### src/rtl/instr_fetch_if.sv
// Fetch-unit bus bundle: program-counter side, program-memory side and
// decoder side of the instruction fetch buffer.
//   slave  : the fetch unit (instr_fetch)
//   master : the environment (PC, program memory, decoder)
// Signals:
//   pc_addr     current program counter
//   pc_advance  PC increment enable, high in each issue cycle
//   mem_req     program memory read strobe
//   mem_addr    program memory address (follows pc_addr)
//   mem_rdata   read data, valid one cycle after mem_req
//   flush       taken branch, discards fetched and in-flight words
//   instr       head instruction
//   instr_addr  address the head instruction came from
//   instr_valid head entry valid
//   instr_ready decoder accepts the head entry
interface instr_fetch_if #(
  parameter int AddrSz  = 6,
  parameter int InstrSz = 16
);
  logic [AddrSz-1:0]  pc_addr;
  logic               pc_advance;
  logic               mem_req;
  logic [AddrSz-1:0]  mem_addr;
  logic [InstrSz-1:0] mem_rdata;
  logic               flush;
  logic [InstrSz-1:0] instr;
  logic [AddrSz-1:0]  instr_addr;
  logic               instr_valid;
  logic               instr_ready;

  modport slave (
    input  pc_addr, mem_rdata, flush, instr_ready,
    output pc_advance, mem_req, mem_addr, instr, instr_addr, instr_valid
  );

  modport master (
    output pc_addr, mem_rdata, flush, instr_ready,
    input  pc_advance, mem_req, mem_addr, instr, instr_addr, instr_valid
  );
endinterface

### src/rtl/instr_fetch.sv
// Instruction fetch buffer: issues reads to a 1-cycle-latency program
// memory, collects returned words with their addresses in a 2-entry FIFO
// and hands them to the decoder with a valid/ready handshake.
// Ports:
//   clk      clock, all state on rising edge
//   n_reset  synchronous active-low reset
//   bus      instr_fetch_if.slave (PC, memory and decoder signals)
module instr_fetch #(
  parameter int AddrSz  = 6,
  parameter int InstrSz = 16
) (
  input  logic          clk,
  input  logic          n_reset,
  instr_fetch_if.slave  bus
);

  typedef struct packed {
    logic [AddrSz-1:0]  addr;
    logic [InstrSz-1:0] data;
  } entry_t;

  // Entry 0 is always the head; a pop shifts entry 1 down.
  entry_t [1:0]      fifo_q, fifo_d;
  logic [1:0]        count_q, count_d;
  logic              inflight_q, inflight_d;
  logic [AddrSz-1:0] inflight_addr_q, inflight_addr_d;

  logic       pop, push, issue;
  logic [1:0] after_pop;
  logic [2:0] occ;

  assign pop  = (count_q != 2'd0) && bus.instr_ready;
  assign push = inflight_q && !bus.flush;

  // Credit: slots already committed after this cycle's pop. Issuing only
  // while this is below 2 means a returning word always finds room.
  assign occ   = {1'b0, count_q} + {2'b0, inflight_q} - {2'b0, pop};
  assign issue = n_reset && !bus.flush && (occ < 3'd2);

  assign bus.mem_req     = issue;
  assign bus.pc_advance  = issue;
  assign bus.mem_addr    = bus.pc_addr;
  assign bus.instr_valid = (count_q != 2'd0);
  assign bus.instr       = fifo_q[0].data;
  assign bus.instr_addr  = fifo_q[0].addr;

  always_comb begin
    fifo_d          = fifo_q;
    after_pop       = count_q - {1'b0, pop};
    count_d         = after_pop;
    inflight_d      = issue;
    inflight_addr_d = issue ? bus.pc_addr : inflight_addr_q;
    if (pop) fifo_d[0] = fifo_q[1];
    // Push lands right behind whatever survives the pop (slot 0 or 1).
    if (push) begin
      fifo_d[after_pop[0]] = entry_t'{addr: inflight_addr_q, data: bus.mem_rdata};
      count_d              = after_pop + 2'd1;
    end
    // Flush drops everything; stale contents stay but are never valid.
    if (bus.flush) count_d = 2'd0;
  end

  always_ff @(posedge clk) begin
    if (!n_reset) begin
      fifo_q          <= '0;
      count_q         <= 2'd0;
      inflight_q      <= 1'b0;
      inflight_addr_q <= '0;
    end else begin
      fifo_q          <= fifo_d;
      count_q         <= count_d;
      inflight_q      <= inflight_d;
      inflight_addr_q <= inflight_addr_d;
    end
  end

endmodule

### src/flat_wrapper.sv
// flat-port wrapper written by rule: the top's interface ports become plain ports
module instr_fetch_flat 
#(
  parameter int AddrSz  = 6,
  parameter int InstrSz = 16
)
  (clk, n_reset, bus_pc_addr, bus_mem_rdata, bus_flush, bus_instr_ready, bus_pc_advance, bus_mem_req, bus_mem_addr, bus_instr, bus_instr_addr, bus_instr_valid);
  instr_fetch_if #(.AddrSz(AddrSz), .InstrSz(InstrSz)) bus_i ();
  input  logic clk;
  input  logic n_reset;
  input wire logic [$bits(bus_i.pc_addr)-1:0] bus_pc_addr;
  input wire logic [$bits(bus_i.mem_rdata)-1:0] bus_mem_rdata;
  input wire logic [$bits(bus_i.flush)-1:0] bus_flush;
  input wire logic [$bits(bus_i.instr_ready)-1:0] bus_instr_ready;
  output wire logic [$bits(bus_i.pc_advance)-1:0] bus_pc_advance;
  output wire logic [$bits(bus_i.mem_req)-1:0] bus_mem_req;
  output wire logic [$bits(bus_i.mem_addr)-1:0] bus_mem_addr;
  output wire logic [$bits(bus_i.instr)-1:0] bus_instr;
  output wire logic [$bits(bus_i.instr_addr)-1:0] bus_instr_addr;
  output wire logic [$bits(bus_i.instr_valid)-1:0] bus_instr_valid;
  assign bus_i.pc_addr = bus_pc_addr;
  assign bus_i.mem_rdata = bus_mem_rdata;
  assign bus_i.flush = bus_flush;
  assign bus_i.instr_ready = bus_instr_ready;
  assign bus_pc_advance = bus_i.pc_advance;
  assign bus_mem_req = bus_i.mem_req;
  assign bus_mem_addr = bus_i.mem_addr;
  assign bus_instr = bus_i.instr;
  assign bus_instr_addr = bus_i.instr_addr;
  assign bus_instr_valid = bus_i.instr_valid;
  instr_fetch #(.AddrSz(AddrSz), .InstrSz(InstrSz)) u_core (.clk(clk), .n_reset(n_reset), .bus(bus_i));
endmodule
### config.mk
export PLATFORM = sky130hd
export DESIGN_NAME = instr_fetch_flat
export DESIGN_NICKNAME = d
export VERILOG_FILES = /design/src/rtl/instr_fetch_if.sv /design/src/rtl/instr_fetch.sv /design/src/flat_wrapper.sv
export SDC_FILE = /design/constraint.sdc
export NUM_CORES = 1
export LEC_CHECK = 0
export ABC_AREA = 1
export CAP_MARGIN = 20
export CORE_AREA = 2 2 72 74
export CTS_CLUSTER_SIZE = 20
export DETAILED_ROUTE_END_ITERATION = 16
export DIE_AREA = 0 0 74 76
export GPL_TIMING_DRIVEN = 1
export HOLD_SLACK_MARGIN = 0.08
export PLACE_DENSITY = 0.82
export SYNTH_ARGS = -nofsm -noshare
export SYNTH_HDL_FRONTEND = slang
export SYNTH_SLANG_ARGS = --single-unit
### constraint.sdc
create_clock -name clk -period 5.2 [get_ports clk]
set_clock_uncertainty 0.05 [all_clocks]
set_input_delay 0.52 -clock clk [delete_from_list [all_inputs] [get_ports clk]]
set_output_delay 0.52 -clock clk [all_outputs]
set_load 0.02 [all_outputs]
==> impl_metrics.json, run 1 <==
{
  "insertion_delay_ns": 0.29,
  "timing.fmax_ghz": 0.246,
  "arrival_ns": 3.50,
  "gp_congestion": 0.839,
  "htreeDepth": 2,
  "grt_max_degree": 53,
  "post_cts_resized": 0,
  "antenna_cells": 0,
  "track_usage_pct": 19.4,
  "wl_um": 5040,
  "synthCells": 345,
  "start_kind": "input pin",
  "powerDensity_nw_per_um2": 274,
  "grt_pass1_wl_um": 8720,
  "fin_crit_sh_pct": 78.2,
  "hold_viol_final": 0,
  "syn2layout_area_growth_pct": 19.6,
  "slew_headroom_pct": 41.4,
  "io_pins": 57,
  "final_cell_mix": "nor2_1, clkdlybuf4s50_1, dfxtp_1",
  "yosysSeqAreaShare_pct": 42.4,
  "rsz0062_at_grt": "false",
  "nNetsFinal": 392,
  "cts_sinks": 53,
  "ys_warn_count": 0,
  "post-dp-hpwl_um": 3410,
  "hold_buffers": 0,
  "required_ns": 4.63,
  "ys_ff_latch": 53,
  "cp-end-kind": "output pin",
  "die_w_um": 74,
  "hold_path_class": "reg2reg",
  "dieArea_um2": 5620,
  "cts-root-buf": "clkbuf_8",
  "synth.avg_cell_area_um2": 7.25,
  "cts_tree": "built",
  "core_um2": 4910,
  "cts_setup_buffers": 0,
  "syn_nets": 374,
  "slew_violations": 0,
  "grt_antenna_before_repair": 0,
  "ant_nets": 0,
  "grt_overflow": 0,
  "firstDrtPassIters": 4,
  "drcViolationCount": 0,
  "num_rows": 26,
  "finalSetupTns_ns": 0,
  "via_per_inst": 4.85,
  "syn_area_um2": 2500,
  "drv_cap": 0,
  "post-route-util_pct": 60.9,
  "cts_buffer_depth": 2,
  "leakagePower_uw": 0.00124,
  "ir_drop_v": 0.000121,
  "clk_pin_slew_ns": 0.09,
  "tightest_slew_ns": 0.878,
  "final_common_cell": "nor2_1",
  "worstSetupPathType": "in2out",
  "die_y_um": 76,
  "via_count": 2104,
  "ys_types": 23,
  "cp_max_fo": 16,
  "drive_gt1_share_pct": 7.14,
  "first_global_vias": 2016,
  "outcome": "complete, no violations",
  "wl_per_cell_um": 11.6,
  "setup_viol": 0,
  "drt_iter0_markers": 192,
  "start_util_pct": 50.9,
  "io_buffers": 56,
  "rrSetupSlack_ns": 2.78,
  "cts_buffers": 5,
  "min_period_ns": 4.07
}
==> cell families after synthesis <==
group                      after synthesis  share of synthesized area (%)
adders and majority gates                3                           1.80
DFF                                     53                           42.4
xor gates and xnor gates                 1                          0.651
and+or+nand+nor                        170                           29.7
buffers and inverters                   67                           15.2
AOI/OAI and AO/OA                       51                           10.2
==> synth_stat cells, drive strengths merged <==
| cell | count | area (µm²) |
|---|---|---|
| buf | 38 | 269 |
| nand3 | 30 | 168 |
| fa | 1 | 20.0 |
| dfxtp | 53 | 1060 |
| nand3b | 6 | 45.0 |
| a21oi | 10 | 50.1 |
| o21ai | 41 | 205 |
| inv | 19 | 71.3 |
| nor2 | 86 | 343 |
| and2 | 2 | 12.5 |
| clkbuf | 10 | 38.8 |
| nand2 | 46 | 175 |
| xnor2 | 1 | 16.3 |
| ha | 2 | 25.0 |
==> flip-flops by register name, summed over array words and instances, names as in the netlist <==
signal                  flops
u_core.bus.instr           16
u_core.bus.instr_addr       6
u_core.count_q              2
u_core.fifo_q              22
u_core.inflight_addr_q      6
u_core.inflight_q           1
==> worst paths after layout <==
| check | end | cells after the start | start |
|---|---|---|---|
| min | u_core.fifo_q[39] | 2 | u_core.fifo_q[39] |
| max reg2reg | u_core.inflight_addr_q[1] | 9 | u_core.count_q[1] |
| min reg2reg | u_core.fifo_q[39] | 2 | u_core.fifo_q[39] |
| max | bus_mem_req | 10 | bus_instr_ready |
==> worst max-delay path, cell delays in order <==
cell and delay [ns]:
clkdlybuf4s50_1 0.45, buf_4 0.22, nand3_2 0.17, nand2_1 0.16, nand2_1 0.09, fa_1 0.48
inv_1 0.05, nor2_2 0.24, and2_1 0.44, clkdlybuf4s50_1 0.69
==> per-stage QoR <==
step	setup WS (ns)	power, µW	hold slack, ns	instance area [µm²]	cells
floorplan	2.59	513	0.378	2500	345
global placement	1.21	549	0.389	2860	425
detailed placement	1.15	551	0.400	2860	425
CTS	1.14	830	0.413	2980	433
global route	0.934	862	0.430	2990	434
finish	1.13	820	0.411	2990	434
==> power by group <==
part	switching, µW	internal [µW]
sequential	8.54	419
clock	121	157
combinational	58.8	55.6
==> final cells by class <==
cell class                 count  area, µm²
sequential                    53       1060
clock inverter                 1       30.0
multi-input combinational    225       1060
tap                           70       87.6
inverter                      19       71.3
clock buffer                   7       86.3
fill                         451       1920
timing repair buffer          59        591
==> layer usage <==
layer / GRT usage (%) / up-vias / share of wire (%)
met5: 0 / - / 0
met4: 5.27 / 0 / 0.87
met3: 4.23 / 4 / 4.2
met1: 23.8 / 947 / 43
met2: 33.5 / 48 / 52
li1: - / 1105 / -
No activity file was read; power rests on OpenSTA's default activity.
==> run 2: changes to the inputs <==
--- a/config.mk
+++ b/config.mk
@@ -7,13 +7,13 @@
 export LEC_CHECK = 0
 export ABC_AREA = 1
 export CAP_MARGIN = 20
-export CORE_AREA = 2 2 72 74
+export CORE_AREA = 2 2 74 76
 export CTS_CLUSTER_SIZE = 20
 export DETAILED_ROUTE_END_ITERATION = 16
-export DIE_AREA = 0 0 74 76
+export DIE_AREA = 0 0 76 78
 export GPL_TIMING_DRIVEN = 1
 export HOLD_SLACK_MARGIN = 0.08
-export PLACE_DENSITY = 0.82
+export PLACE_DENSITY = 0.78
 export SYNTH_ARGS = -nofsm -noshare
 export SYNTH_HDL_FRONTEND = slang
 export SYNTH_SLANG_ARGS = --single-unit
==> constraint.sdc (replaced) <==
create_clock -name clk -period 4.1 [get_ports clk]
set_clock_uncertainty 0.05 [all_clocks]
set_input_delay 0.41 -clock clk [delete_from_list [all_inputs] [get_ports clk]]
set_output_delay 0.41 -clock clk [all_outputs]
set_load 0.02 [all_outputs]
==> run 2 against run 1 <==
Effect of this change: via count is 0.29% lower; first-iteration DRC count shrank 21%; die area up 5.4%; sequential power increased by 27%; largest cell class unchanged; highest routed layer unchanged; combinational power grew 28%; core utilization decreased by 1.2 points; sequential share of layout area down 0.24 points; power increased by 28%; register-to-register slack lost 1.1 ns; critical path depth is 1 lower; global-route usage is 1.9 points lower.
==> impl_metrics.json, run 2 (synthesized netlist as in run 1, its figures left out) <==
{
  "drv_cap": 0,
  "wl_um": 5020,
  "r2r_end": "u_core.fifo_q[27]",
  "critical_path.cell_chain": "clkdlybuf4s50_1 -> nand3_2 -> nand2_1 -> nand2_1 -> fa_1 -> inv_1 -> nor2_2 -> and2_1 -> clkdlybuf4s50_1",
  "place_inst": 426,
  "start_util_pct": 49.6,
  "critPathTopFamily": "buffers and inverters",
  "reg2reg_depth": 6,
  "htreeDepth": 2,
  "syn2layout_area_growth_pct": 20.4,
  "cp-end-kind": "output pin",
  "critPathSlowestCell": "clkdlybuf4s50_1",
  "min_period_ns": 3.42,
  "drcViolationCount": 0,
  "firstDrtPassIters": 4,
  "hold_start": "u_core.fifo_q[37]",
  "die_w_um": 76,
  "cts_sinks": 53,
  "gp_congestion": 0.762,
  "largest_reg_flops": 22,
  "cts_buffer_depth": 2,
  "hold_buffers": 0,
  "die_y_um": 78,
  "rsz0062_at_grt": "false",
  "outcome": "complete, no violations",
  "first_global_vias": 1948,
  "grt_max_degree": 52,
  "powerDensity_nw_per_um2": 349,
  "clk_pin_slew_ns": 0.09,
  "regMostFlops": "u_core.fifo_q",
  "io_pins": 57,
  "fin_crit_sh_pct": 83.3,
  "grt_antenna_before_repair": 0,
  "nNetsFinal": 393,
  "cts-root-buf": "clkbuf_8",
  "wl_per_cell_um": 11.5,
  "critPathBufInv": 3,
  "hold_path_class": "reg2reg",
  "final_common_cell": "nor2_1",
  "timing.fmax_ghz": 0.293,
  "setup_viol": 0,
  "hold_end": "u_core.fifo_q[37]",
  "setup_slack_ns": 0.683,
  "via_count": 2098,
  "grt_overflow": 0,
  "antenna_cells": 0,
  "cts_buffers": 5,
  "via_per_inst": 4.82,
  "holdPathStages": 2,
  "tightest_slew_ns": 0.857,
  "finalSetupTns_ns": 0,
  "hold_ws_ns": 0.407,
  "num_rows": 26,
  "hold_viol_final": 0,
  "insertion_delay_ns": 0.30,
  "r2r-start": "u_core.count_q[1]",
  "cts_setup_buffers": 0,
  "io_buffers": 56,
  "required_ns": 3.64,
  "ir_drop_v": 0.000207,
  "rrSetupSlack_ns": 1.67,
  "core_um2": 5040,
  "worstSetupPathType": "in2out",
  "track_usage_pct": 17.5,
  "pre_cts_slack_ns": 0.677,
  "drt_iter0_markers": 152,
  "drive_gt1_share_pct": 7.40,
  "slew_violations": 0,
  "post-dp-hpwl_um": 3270,
  "dieArea_um2": 5930,
  "cp_max_fo": 8,
  "grt_pass1_wl_um": 8470,
  "crit_path_max_incr_delay_ns": 0.62,
  "arrival_ns": 2.96,
  "post_cts_resized": 0,
  "final_cell_mix": "nor2_1, clkdlybuf4s50_1, dfxtp_1",
  "ant_nets": 0,
  "fin_cells": 435,
  "start_kind": "input pin",
  "slew_headroom_pct": 42.8,
  "cts_tree": "built",
  "leakagePower_uw": 0.00125,
  "fill_cells": 471
}
run 2: layout make-up:
class,count,area [µm²],area share (%)
multi-input combinational,225,1060,35.3
sequential,53,1060,35.2
timing repair buffer,60,611,20.3
tap,70,87.6,2.91
clock buffer,7,86.3,2.87
inverter,19,71.3,2.37
clock inverter,1,30.0,0.998
run 2: worst max-delay path by stage:
stage,startpoint,to,slack (ns),cells after the start
floorplan,u_core.count_q[1],bus_pc_advance,1.61,9
global placement,bus_instr_ready,bus_pc_advance,0.78,9
detailed placement,bus_instr_ready,bus_mem_req,0.68,9
CTS,bus_instr_ready,bus_mem_req,0.68,9
global route,bus_instr_ready,bus_mem_req,0.54,9
finish,bus_instr_ready,bus_mem_req,0.68,9
run 2: power by group:
group	internal, µW	switching (µW)	total, µW
Sequential	532	10.4	542
Combinational	71.6	74.5	146
Clock	199	163	362
run 2: metal layers:
layer,track usage [%],part of all wire [%],wire (µm)
met5,0,0,0
met1,21.0,46,2290
met3,2.67,4.6,233
met4,6.91,1.4,68
met2,31.4,48,2430
run 2: tightest hold or removal path: stages (launching register included):
cell     delay, ns
dfxtp_1       0.31
inv_1         0.05
a21oi_1       0.06
run 2: through the flow:
step	util, %	total power, µW	instance area (µm²)
2_1_floorplan	-	650	2500
3_3_place_gp	56.8	698	2870
6_report	59.7	1050	3010
3_5_place_dp	56.8	699	2870
4_1_cts	59.2	1060	2980
5_1_grt	59.7	1090	3010
==> run 3: changes to the inputs <==
==> constraint.sdc (replaced) <==
create_clock -name clk -period 3.55 [get_ports clk]
set_clock_uncertainty 0.05 [all_clocks]
set_input_delay 0.355 -clock clk [delete_from_list [all_inputs] [get_ports clk]]
set_output_delay 0.355 -clock clk [all_outputs]
set_load 0.02 [all_outputs]
==> run 3 against run 2 <==
Effect of this change: sequential share of layout area up 0.48 points; global-route usage barely moved; via count up 3.1%; critical path type unchanged.
==> impl_metrics.json, run 3 (synthesized netlist as in run 1, its figures left out) <==
{
  "via_count": 2162,
  "setup_slack_ns": 0.474,
  "io_buffers": 56,
  "largest_reg_flops": 22,
  "drcViolationCount": 0,
  "die_w_um": 76,
  "finalSetupTns_ns": 0,
  "io_pins": 57,
  "insertion_delay_ns": 0.30,
  "hold_buffers": 0,
  "cp_max_fo": 4,
  "cp-end-kind": "output pin",
  "setup_viol": 0,
  "power_uw": 1110,
  "hold_viol_final": 0,
  "rsz0062_at_grt": "false",
  "timing.fmax_ghz": 0.325,
  "final_common_cell": "nor2_1",
  "wl_per_cell_um": 11.6,
  "firstDrtPassIters": 4,
  "grt_antenna_before_repair": 0,
  "cts_setup_buffers": 0,
  "clk_pin_slew_ns": 0.09,
  "ant_nets": 0,
  "htreeDepth": 2,
  "cts_buffer_depth": 2,
  "powerDensity_nw_per_um2": 374,
  "worstSetupPathType": "in2out",
  "track_usage_pct": 17.4,
  "drive_gt1_share_pct": 7.92,
  "cts_sinks": 53,
  "required_ns": 3.14,
  "final_cell_mix": "nor2_1, clkdlybuf4s50_1, dfxtp_1",
  "cts_tree": "built",
  "fin_crit_sh_pct": 86.6,
  "via_per_inst": 4.96,
  "drt_iter0_markers": 214,
  "min_period_ns": 3.08,
  "post_cts_resized": 0,
  "slew_headroom_pct": 59.4,
  "slew_violations": 0,
  "drv_cap": 0,
  "core_um2": 5040,
  "cts_buffers": 5,
  "num_rows": 26,
  "first_global_vias": 1895,
  "post-route-util_pct": 58.9,
  "outcome": "complete, no violations",
  "start_kind": "input pin",
  "arrival_ns": 2.67,
  "placed_cell_area_um2": 2900,
  "wl_um": 5060,
  "pre_cts_slack_ns": 0.451,
  "hold_path_class": "reg2reg",
  "regMostFlops": "u_core.fifo_q",
  "grt_pass1_wl_um": 8510,
  "leakagePower_uw": 0.00123,
  "ir_drop_v": 0.000187,
  "dieArea_um2": 5930,
  "start_util_pct": 49.6,
  "grt_overflow": 0,
  "cts-root-buf": "clkbuf_8",
  "die_y_um": 78,
  "gp_congestion": 0.758,
  "final_cell_area_um2": 2970,
  "post-dp-hpwl_um": 3400,
  "nNetsFinal": 396,
  "antenna_cells": 0,
  "syn2layout_area_growth_pct": 18.8,
  "tightest_slew_ns": 0.608,
  "grt_max_degree": 52
}
## run 3: cell types whose count changed in the layout (fill, tap and decap cells not counted)
cell / change
buf_4: +4
buf_16: -1
bufinv_16: -1
clkbuf_1: -1
clkbuf_8: -1
clkinv_2: +1
## run 3: cell type report
class	count	area, µm²
clock buffers	5	68.8
clock inverters	1	5.00
fillers	483	2070
inverters	19	71.3
multi-input cells	225	1060
flip-flops and latches	53	1060
well taps	70	87.6
repair buffers	63	613
## run 3: stage by stage
step / std cells / hold WS [ns]
CTS: 436 / 0.410
finish: 436 / 0.410
global route: 436 / 0.434
floorplan: 345 / 0.378
global placement: 430 / 0.389
detailed placement: 430 / 0.397
## run 3: worst max-delay path: stages
cell and delay [ns]:
clkdlybuf4s50_1 0.53, nand3_2 0.15, nand2_1 0.15, nand2_1 0.08
fa_1 0.48, inv_1 0.04, nor2_2 0.10, and2_1 0.17
clkdlybuf4s50_1 0.61
## run 3: worst paths after layout
check               startpoint                end  slack [ns]  cells past startpoint
max reg2reg  u_core.count_q[1]  u_core.fifo_q[43]        1.17                      7
max            bus_instr_ready     bus_pc_advance        0.47                      9
min reg2reg  u_core.fifo_q[39]  u_core.fifo_q[39]        0.41                      2
min          u_core.fifo_q[39]  u_core.fifo_q[39]        0.41                      2
## run 3: routing by layer
layer  GRT usage (%)  vias up  wire length, µm
met1            21.6      991             2310
met4            7.27        0               96
li1                -     1100                -
met3            3.60       12              260
met2            29.6       59             2390
met5               0        -                0
## run 3: power breakdown
group,switching [µW],total [µW],internal (µW)
registers,12.4,626,614
logic,85.4,168,82.9
clock network,186,316,130
==> variant: new RTL, settings of run 3 <==
`InstrSz` is set to 16 in 3 places; all go to 15.
--- a/src/rtl/instr_fetch_if.sv
+++ b/src/rtl/instr_fetch_if.sv
@@ -17,3 +17,3 @@
   parameter int AddrSz  = 6,
-  parameter int InstrSz = 16
+  parameter int InstrSz = 15
 );
--- a/src/rtl/instr_fetch.sv
+++ b/src/rtl/instr_fetch.sv
@@ -9,3 +9,3 @@
   parameter int AddrSz  = 6,
-  parameter int InstrSz = 16
+  parameter int InstrSz = 15
 ) (
--- a/src/flat_wrapper.sv
+++ b/src/flat_wrapper.sv
@@ -4,3 +4,3 @@
   parameter int AddrSz  = 6,
-  parameter int InstrSz = 16
+  parameter int InstrSz = 15
 )
Interface: changed (resized bus_instr and bus_mem_rdata); port bits go from 57 to 55. No check against the original RTL was run, so the function may have changed too.
==> variant against run 3 <==
Wire length decreased by 11%. Sequential share of layout area fell by 0.68 points. Sequential cell count down 2. Setup slack got worse by 0.076 ns. Register-to-register slack improved by 0.24 ns. Total power grew 10%. Design area shrank 1.9%. Synthesized area decreased by 2.7%. Critical endpoint is now bus_mem_req.
==> variant: results (changes against run 3) <==
| Metric | Value |
|---|---|
| Initial DRC Count | `96 (-55%)` |
| R2R Setup Slk | `1.41 ns (+0.24 ns)` |
| Port Buf Inserts | `54 (-3.6%)` |
| Peak VDD IR | `0.1950 mV (+4.1%)` |
| Max reg flops | `21 (-4.5%)` |
| Comb power | `0.000161 W (-4%)` |
| Final WL | `4.514 mm (-11%)` |
| Met1 Usage GRT | `20.65% (-0.98 points)` |
| Synth Area in Adders | `1.852% (+0.050 points)` |
| Post-synthesis area per instance | `7.438 sq um (+2.7%)` |
| Post-DP Area | `2781 sq um (-4.0%)` |
| CTS HTree Levels | `2 (unchanged)` |
| Leakage | `1.168 nW (-5.2%)` |
| Top post-synthesis cells by count | `nor2_1 (66), dfxtp_1 (51), o21ai_0 (45), nand2_1 (39), buf_4 (29)` |
| Clock Power Share | `37.9% (+9.4 points)` |
| GRT Overall Usage | `16.37% (-1.1 points)` |
| Net Sw Power | `0.0002751 W (-3.1%)` |
| Worst reg2reg path depth | `10 (+3)` |
| Vias in the first global route | `1,872 (-1.2%)` |
| Worst slew pin tran | `0.5534 ns (-0.05506 ns)` |
| Met3 wire len | `168 microns (-35%)` |
| Syn nets | `355 (-5.1%)` |
| Share of cells above drive strength 1 | `7.977% (+0.054 points)` |
| Slowest stage cell, crit path | `clkdlybuf4s50_1` |
| Fin nets | `378 (-4.5%)` |
| Top cells by area, synth | `dfxtp_1 (42%), nor2_1 (10%), o21ai_0 (9.3%), buf_4 (9.0%), nand2_1 (6.0%)` |
| Status | `completed` |
| Crit path to | `bus_mem_req` |
| Data arrival, critical path | `2.75 ns (+0.08 ns)` |
| Register area share after synthesis | `41.98% (-0.47 points)` |
| Xor and xnor area share after synthesis | `0.6687% (+0.018 points)` |
| Min-delay src | `u_core.fifo_q[41]` |
| Critical-path maximum fanout | `10 (+6)` |
| GPL Wtd Cong | `0.7898 (+4.2%)` |
| Final period util | `88.77% (+2.1 points)` |
| Synth Area in Compound Gates | `12.91% (+2.7 points)` |
| Largest net degree at the start of global routing | `50 (-3.8%)` |
| Post-synth cell types | `24 (+4.3%)` |
| Hold slack | `0.4007 ns (-0.008945 ns)` |
| Routed length on met1 | `2.154 mm (-6.7%)` |
| Worst skew pair latency | `0.30 ns (about the same)` |
| Power Total | `0.001228 W (+10%)` |
| Cell Count Post-Placement | `413 (-4.0%)` |
| Final cell count without fillers | `421 (-3.4%)` |
| DR WL met2 | `2.124 mm (-11%)` |
| M3 GR Usage | `2.791% (-0.81 points)` |
| First-pass GRT wire length | `8.059 mm (-5.3%)` |
| Dpl hpwl | `2.977 mm (-12%)` |
| Met2 Use GR | `27.68% (-2.0 points)` |
| Reg2reg end | `u_core.inflight_addr_q[0]` |
| Vias post-DR | `2,007 (-7.2%)` |
| Pre-CTS WS | `0.4007 ns (-0.05057 ns)` |
| Endpoint, Worst Hold | `u_core.fifo_q[41]` |
[variant: cell count changes in the layout (fill, tap and decap cells not counted), sizes merged]
| cell | delta |
|---|---|
| nor2 | -12 |
| nand3 | -10 |
| o21ai | +7 |
| nand2 | -6 |
| a21oi | +4 |
| inv | +4 |
| bufinv | +2 |
| clkdlybuf4s50 | -2 |
| dfxtp | -2 |
| clkbuf | +1 |
| clkinv | -1 |
[variant: layout make-up]
type                    instances  area, sq um  area share, %
clock buffers                   6        72.57          2.490
multi-input cells             208        993.5          34.09
flip-flops and latches         51         1021          35.04
repair buffers                 61        593.1          20.35
inverters                      23        86.33          2.963
clock inverters                 2        60.06          2.061
well taps                      70        87.58          3.006
[variant: worst max-delay path: cells and delay by family]
kind	cells	cell delay, ns
buffers and inverters	5	1.35
AND/OR/NAND/NOR	5	0.55
adder cells (fa/ha/maj)	1	0.48
